## config.mk

```make
export PLATFORM = sky130hd
export DESIGN_NAME = rv32_pipe_ctrl
export DESIGN_NICKNAME = d
export VERILOG_FILES = /design/src/rtl/rv32_ctrl_pkg.sv /design/src/rtl/rv32_decode.sv /design/src/rtl/rv32_pipe_ctrl.sv
export SDC_FILE = /design/constraint.sdc
export NUM_CORES = 1
export LEC_CHECK = 0
export CORE_MARGIN = 4
export CORE_UTILIZATION = 55
export CTS_BUF_LIST = sky130_fd_sc_hd__clkbuf_4
export CTS_CLUSTER_DIAMETER = 40
export DETAILED_ROUTE_END_ITERATION = 6
export PLACE_DENSITY = 0.92
export SYNTH_ARGS = -nofsm -noshare
export SYNTH_HDL_FRONTEND = slang
export SYNTH_HIERARCHICAL = 1
export SYNTH_SLANG_ARGS = --single-unit
```

## constraint.sdc

```tcl
create_clock -name clk -period 7.81 [get_ports clk]
set_input_delay 1.562 -clock clk [delete_from_list [all_inputs] [get_ports clk]]
set_output_delay 1.562 -clock clk [all_outputs]
set_load 0.1 [all_outputs]
```

## src/rtl/rv32_ctrl_pkg.sv

```systemverilog
// rv32_ctrl_pkg: shared opcodes, field encodings and the pipelined control word
package rv32_ctrl_pkg;
    localparam logic [6:0] OP_LUI    = 7'b0110111;
    localparam logic [6:0] OP_AUIPC  = 7'b0010111;
    localparam logic [6:0] OP_JAL    = 7'b1101111;
    localparam logic [6:0] OP_JALR   = 7'b1100111;
    localparam logic [6:0] OP_BRANCH = 7'b1100011;
    localparam logic [6:0] OP_LOAD   = 7'b0000011;
    localparam logic [6:0] OP_STORE  = 7'b0100011;
    localparam logic [6:0] OP_IMM    = 7'b0010011;
    localparam logic [6:0] OP_OP     = 7'b0110011;

    localparam logic [2:0] IMM_I = 3'd0;
    localparam logic [2:0] IMM_S = 3'd1;
    localparam logic [2:0] IMM_B = 3'd2;
    localparam logic [2:0] IMM_U = 3'd3;
    localparam logic [2:0] IMM_J = 3'd4;

    localparam logic [1:0] WB_MEM = 2'd0;
    localparam logic [1:0] WB_ALU = 2'd1;
    localparam logic [1:0] WB_PC4 = 2'd2;

    localparam logic [1:0] FWD_RF  = 2'd0;
    localparam logic [1:0] FWD_MEM = 2'd1;
    localparam logic [1:0] FWD_WB  = 2'd2;

    // ALU ops are {funct7[5], funct3}; PASSB is an otherwise unused code for LUI
    localparam logic [3:0] ALU_ADD   = 4'b0000;
    localparam logic [3:0] ALU_PASSB = 4'b1111;

    typedef struct packed {
        logic [2:0] imm_sel;
        logic       asel;
        logic       bsel;
        logic [3:0] alu_sel;
        logic       br_un;
        logic       branch;
        logic       jump;
        logic       mem_rw;
        logic       mem_rd;
        logic [1:0] wb_sel;
        logic       reg_wen;
    } ctrl_word_t;

    localparam ctrl_word_t CTRL_NOP = '0;
endpackage

```

## src/rtl/rv32_decode.sv

```systemverilog
// rv32_decode: combinational RV32I instruction to control word decoder
module rv32_decode
    import rv32_ctrl_pkg::*;
(
    input  logic [31:0] inst,
    output ctrl_word_t  ctrl,
    output logic        uses_rs1,
    output logic        uses_rs2,
    output logic        illegal
);
    logic [6:0] opcode;
    logic [2:0] f3;
    logic       f7b;
    logic       unused_bits;

    assign opcode      = inst[6:0];
    assign f3          = inst[14:12];
    assign f7b         = inst[30];
    assign unused_bits = ^{inst[31], inst[29:15]};

    // Per-opcode control word; anything unrecognised stays a NOP and is flagged
    always_comb begin
        ctrl     = CTRL_NOP;
        uses_rs1 = 1'b0;
        uses_rs2 = 1'b0;
        illegal  = 1'b0;
        case (opcode)
            OP_LUI: begin
                ctrl.imm_sel = IMM_U; ctrl.bsel = 1'b1; ctrl.alu_sel = ALU_PASSB;
                ctrl.wb_sel = WB_ALU; ctrl.reg_wen = 1'b1;
            end
            OP_AUIPC: begin
                ctrl.imm_sel = IMM_U; ctrl.asel = 1'b1; ctrl.bsel = 1'b1;
                ctrl.wb_sel = WB_ALU; ctrl.reg_wen = 1'b1;
            end
            OP_JAL: begin
                ctrl.imm_sel = IMM_J; ctrl.asel = 1'b1; ctrl.bsel = 1'b1; ctrl.jump = 1'b1;
                ctrl.wb_sel = WB_PC4; ctrl.reg_wen = 1'b1;
            end
            OP_JALR: begin
                ctrl.imm_sel = IMM_I; ctrl.bsel = 1'b1; ctrl.jump = 1'b1;
                ctrl.wb_sel = WB_PC4; ctrl.reg_wen = 1'b1; uses_rs1 = 1'b1;
            end
            OP_BRANCH: begin
                ctrl.imm_sel = IMM_B; ctrl.asel = 1'b1; ctrl.bsel = 1'b1; ctrl.branch = 1'b1;
                ctrl.br_un = f3[1]; uses_rs1 = 1'b1; uses_rs2 = 1'b1;
            end
            OP_LOAD: begin
                ctrl.imm_sel = IMM_I; ctrl.bsel = 1'b1; ctrl.mem_rd = 1'b1;
                ctrl.wb_sel = WB_MEM; ctrl.reg_wen = 1'b1; uses_rs1 = 1'b1;
            end
            OP_STORE: begin
                ctrl.imm_sel = IMM_S; ctrl.bsel = 1'b1; ctrl.mem_rw = 1'b1;
                uses_rs1 = 1'b1; uses_rs2 = 1'b1;
            end
            OP_IMM: begin
                ctrl.imm_sel = IMM_I; ctrl.bsel = 1'b1; ctrl.alu_sel = {f3 == 3'b101 && f7b, f3};
                ctrl.wb_sel = WB_ALU; ctrl.reg_wen = 1'b1; uses_rs1 = 1'b1;
            end
            OP_OP: begin
                ctrl.alu_sel = {f7b, f3}; ctrl.wb_sel = WB_ALU; ctrl.reg_wen = 1'b1;
                uses_rs1 = 1'b1; uses_rs2 = 1'b1;
            end
            default: illegal = 1'b1;
        endcase
        if (inst[11:7] == 5'd0) ctrl.reg_wen = 1'b0;
    end
endmodule

```

## src/rtl/rv32_pipe_ctrl.sv

```systemverilog
// rv32_pipe_ctrl: five-stage RV32I control pipeline with branch, stall and forwarding control
module rv32_pipe_ctrl
    import rv32_ctrl_pkg::*;
#(
    parameter bit FWD_EN = 1'b1,
    parameter int RA_W   = 5
) (
    input  logic            clk,
    input  logic            rst,
    input  logic [31:0]     id_inst,
    input  logic            id_valid,
    input  logic            brEq,
    input  logic            brLT,
    output logic [2:0]      id_imm_sel,
    output logic            id_illegal,
    output logic            ex_asel,
    output logic            ex_bsel,
    output logic [3:0]      ex_alu_sel,
    output logic            ex_br_un,
    output logic [1:0]      fwd_a,
    output logic [1:0]      fwd_b,
    output logic            pcSel,
    output logic            stall_if,
    output logic            flush_id,
    output logic            mem_rw,
    output logic            mem_rd,
    output logic [1:0]      wb_sel,
    output logic            wb_reg_wen,
    output logic [RA_W-1:0] wb_rd
);
    typedef struct packed {
        logic            valid;
        ctrl_word_t      ctrl;
        logic [RA_W-1:0] rd;
        logic [RA_W-1:0] rs1;
        logic [RA_W-1:0] rs2;
        logic [2:0]      funct3;
    } stage_t;

    ctrl_word_t id_ctrl;
    logic       id_uses_rs1, id_uses_rs2, id_bad;
    stage_t     id_s, ex, mem, wb;
    logic       ex_hit, mem_hit, hazard, taken;
    logic       unused_wb;

    rv32_decode u_decode (
        .inst     (id_inst),
        .ctrl     (id_ctrl),
        .uses_rs1 (id_uses_rs1),
        .uses_rs2 (id_uses_rs2),
        .illegal  (id_bad)
    );

    function automatic logic [1:0] fwd_src(input logic [RA_W-1:0] rs, input stage_t m, input stage_t w);
        if (!FWD_EN || rs == '0) return FWD_RF;
        if (m.ctrl.reg_wen && m.rd == rs) return FWD_MEM;
        if (w.ctrl.reg_wen && w.rd == rs) return FWD_WB;
        return FWD_RF;
    endfunction

    // ID slot as it would enter ID/EX; unused source fields are zeroed so they never match
    always_comb begin
        id_s = '0;
        if (id_valid && !id_bad) begin
            id_s.valid  = 1'b1;
            id_s.ctrl   = id_ctrl;
            id_s.rd     = RA_W'(id_inst[11:7]);
            id_s.rs1    = id_uses_rs1 ? RA_W'(id_inst[19:15]) : '0;
            id_s.rs2    = id_uses_rs2 ? RA_W'(id_inst[24:20]) : '0;
            id_s.funct3 = id_inst[14:12];
        end
    end

    assign ex_hit  = ex.ctrl.reg_wen && (id_s.rs1 == ex.rd || id_s.rs2 == ex.rd);
    assign mem_hit = mem.ctrl.reg_wen && (id_s.rs1 == mem.rd || id_s.rs2 == mem.rd);
    assign hazard  = FWD_EN ? (ex_hit && ex.ctrl.mem_rd) : (ex_hit || mem_hit);
    assign taken   = ex.funct3[2] ? (brLT ^ ex.funct3[0]) : (brEq ^ ex.funct3[0]);
    assign pcSel   = ex.valid && (ex.ctrl.jump || (ex.ctrl.branch && taken));
    assign stall_if = hazard && !pcSel;
    assign flush_id = pcSel;
    assign fwd_a    = fwd_src(ex.rs1, mem, wb);
    assign fwd_b    = fwd_src(ex.rs2, mem, wb);

    // Stage registers always advance; a redirect or stall turns the ID slot into a bubble
    always_ff @(posedge clk or posedge rst) begin
        if (rst) begin
            ex  <= '0;
            mem <= '0;
            wb  <= '0;
        end else begin
            ex  <= (pcSel || hazard) ? '0 : id_s;
            mem <= ex;
            wb  <= mem;
        end
    end

    assign id_imm_sel = rst ? 3'd0 : id_ctrl.imm_sel;
    assign id_illegal = id_valid && id_bad && !rst;
    assign ex_asel    = ex.ctrl.asel;
    assign ex_bsel    = ex.ctrl.bsel;
    assign ex_alu_sel = ex.ctrl.alu_sel;
    assign ex_br_un   = ex.ctrl.br_un;
    assign mem_rw     = mem.ctrl.mem_rw;
    assign mem_rd     = mem.ctrl.mem_rd;
    assign wb_sel     = wb.ctrl.wb_sel;
    assign wb_reg_wen = wb.ctrl.reg_wen;
    assign wb_rd      = wb.rd;
    assign unused_wb  = ^{wb.valid, wb.ctrl, wb.rs1, wb.rs2, wb.funct3};
endmodule

```

==> impl_results.md <==
- CORE AREA: 4410 um2
- Crit Path Class: input pin to output pin
- Slew @ Worst Pin: roughly 990 ps
- Leakage power: ~1.5 nW
- Post-CTS resize count: 0
- Insertion delay to the later sink of the worst-skew pair: between 300 and 400 ps
- First-pass DRT Iterations: 4
- Crit path time final: approximately 6400 ps
- R2R cell count: 6
- Worst R2R Setup Slack: around 5800 ps
- Max cap viols: 0
- Initial antenna violation count: 0
- Row count: 24
- Final Cell Area: about 3200 um2
- Mapped Nets: 271
- CP Cell Sequence: clkdlybuf4s50_1, nor2_1, a21boi_0, o311ai_1, and3_1, clkdlybuf4s50_1
- Synth warnings: 6
- Share of layout cells above drive strength 1: between 10% and 20%
- Hold Vio Cnt, Final: 0
- WHS: between 300 and 400 ps
- Run status: finished, final reports clean
- H-tree depth: 2
- Hold Crit Depth: 0
- Post-DP Area: roughly 3100 um2
- Max Fclk: 0.156 GHz
- Yosys top cell by area: dfrtp_1
- Rel. slew slack: between 30% and 40%
- Clk network pwr share: about a quarter
- Gate power share: roughly 12%
- Die Span X: ~76 um
- Post-synth top area share: ~50%
- Synth cell types: 49
- Total GRT Usage: around a fifth
- DR vias/cell: between 5 and 6
- Fin nets: about 320
- CP startpoint kind: input pin
- Congestion Overflow GR: 0
- Synthesized area: 2550 um2
- CTS root buffer: clkbuf_4
- Pin count of the biggest net entering global routing: 52
- Ports: between 60 and 70
- Worst Path Required: 6250 ps
- WL per Instance: 15.2 um
- Post-detail-place hpwl: approximately 4.0 mm
- Setup Skew: between 10 and 15 ps
- Final setup fails: 0
- Port Buffers: a little under 60
- Pwr Density: 134 nW/um2
- Pint: between 300 and 400 uW
- Max VDD drop: approximately 80 uV
- GP Congestion: around 0.92
- Post-Synthesis Cells: 234
- Crit-path max FO: 18
- DRC viols: 0
- Global-route wire length before repair: approximately 8.8 mm
- Initial Utilization: 57.9%
- Number of buffers created by CTS: 5
- Syn-to-layout area delta: 23.5%
- Commonest non-fill, non-tap cells in the layout: clkdlybuf4s50_1 (57), dfrtp_1 (50), nor2_1 (25), and2_4 (19), xnor2_1 (17)
- Final Max Slew Viols: 0
- Die height: between 70 and 80 um
- Async SR Flop Fraction: between 90% and 100%
- Worst path most repeated cell: clkdlybuf4s50_1
- Switching share of power: approximately a quarter
- Hold_buf cts: 0
- Part of the power in registers: between 60% and 70%
- Sw power: approximately 110 uW
- Postcts setup bufs: 0
- Clock Tree Buf Depth: 2
- Post-synthesis area per instance: 10.9 um2
- Area of the multi-input gates: ~1200 um2
- Min-Delay Endpoint: wb_sel[0]
- N_diodes: 0
- RSZ-0062 raised after global routing: no
- FF-to-FF End: ex[2]
- Clock transition at path regs: 140 ps
- Biggest cell delay along the critical path: ~1100 ps
- CP Capture Type: output pin
- Crit path arrival time: around 4800 ps
- Sequential area share after synthesis: 49.0%
- Vias in the first global route: around 1,900
- Synthesized flop and latch total: 50
- Slowest cell on crit path: clkdlybuf4s50_1
- Vias: approximately 1,800
- Top cells by area in the synthesized netlist: dfrtp_1 (49%), and2_4 (6.5%), xnor2_1 (5.8%)
- Placed insts: between 300 and 400
- Drt initial violations: roughly 100
- Number of synthesized flops with an enable pin: 0
- Tcrit/Tclk final: 81.9%
- Fillers: 328
- Tightest Hold Check Type: register to register
- Final WL: 5.17 mm
- Register area: 1250 um2
- RR Startpoint: ex[13]
- Final Util: between 70 and 80%
- Die footprint: 5800 um2
- Main synth FF type: dfrtp_1
- Startpoint of the worst hold path: mem[19]
- Clock tree from TritonCTS: built
- Clock Sinks: 50
- Fin cells: 340
- Total negative slack: 0 ps
- Remaining antenna violation count: 0
- Commonest non-fill, non-tap cell in the layout: clkdlybuf4s50_1
[final cells by class]
| cell class | count | area share (%) |
|---|---|---|
| clock inverters | 3 | 0.516 |
| well taps | 52 | 2.06 |
| repair buffers | 59 | 18.6 |
| multi-input cells | 167 | 37.5 |
| flip-flops and latches | 50 | 39.7 |
| clock buffers | 5 | 1.19 |
| inverters | 4 | 0.476 |
[layer usage]
metal	vias up	track usage (%)	wire, um
li1	899	-	-
met1	877	20.9	1990
met2	56	34.9	2810
met3	8	4.85	281
met4	0	5.77	87
met5	-	0	0
[kinds of logic (layout without fill, tap and decap cells)]
logic type | after synthesis | in the layout | share of synthesized area (%)
AOI/OAI and AO/OA | 25 | 25 | 6.71
xor gates and xnor gates | 28 | 28 | 9.60
buffers and inverters | 17 | 71 | 4.70
DFF | 50 | 50 | 49.0
muxes | 3 | 3 | 1.18
and+or+nand+nor | 111 | 111 | 28.8
[state kept, by name (all words and copies together), names as in the netlist]
signal and count:
wb_reg_wen 1, mem 8, mem_rd 1, wb_sel 2
ex_asel 1, ex_bsel 1, ex_br_un 1, ex 25
mem_rw 1, wb_rd 5, ex_alu_sel 4
[cell usage after synthesis, drive strengths merged, types with 2 or more instances]
library cell  count
nor3b             2
xor2             11
a21oi             7
inv               4
nand3             2
a31oi             2
or4               4
mux2i             3
and3b             2
nand2            14
nor4bb            3
and2             23
nand4b            5
nor3              6
buf              13
nand2b            5
xnor2            17
nor2b             5
or3               2
a2bb2oi           3
and2b             2
o21a              2
o21ai             3
dfrtp            50
nor4              4
nor2             25
and3              3
[worst max-delay path by stage]
stage	startpoint	end	slack (ps)	cells past startpoint
after floorplan	id_inst[6]	stall_if	1110	10
after global placement	id_inst[2]	id_illegal	1490	5
after detailed placement	id_inst[2]	id_illegal	1450	5
after CTS	id_inst[2]	id_illegal	1470	5
after global routing	id_inst[2]	stall_if	1200	11
final	id_inst[2]	id_illegal	1410	6
[per-stage QoR]
| step | setup slack, ps | total power, mW |
|---|---|---|
| after global routing | 1200 | 0.447 |
| after detailed placement | 1450 | 0.320 |
| final | 1410 | 0.424 |
| after CTS | 1470 | 0.427 |
| after global placement | 1490 | 0.318 |
| after floorplan | 1110 | 0.295 |
[power by group through the flow]
stage | combinational (mW) | clock [mW] | sequential [mW]
finish | 0.0527 | 0.109 | 0.262
global route | 0.0568 | 0.128 | 0.262
CTS | 0.0528 | 0.112 | 0.262
detailed placement | 0.0527 | 0 | 0.267
global placement | 0.0518 | 0 | 0.267
floorplan | 0.0260 | 0 | 0.269
[critical path: cells and delay by family]
kind | cells | cell delay [ps]
AO/OA/AOI/OAI | 2 | 870
AND/OR/NAND/NOR | 2 | 410
buffers and inverters | 2 | 1980
Power figures use the tool's default switching activity.
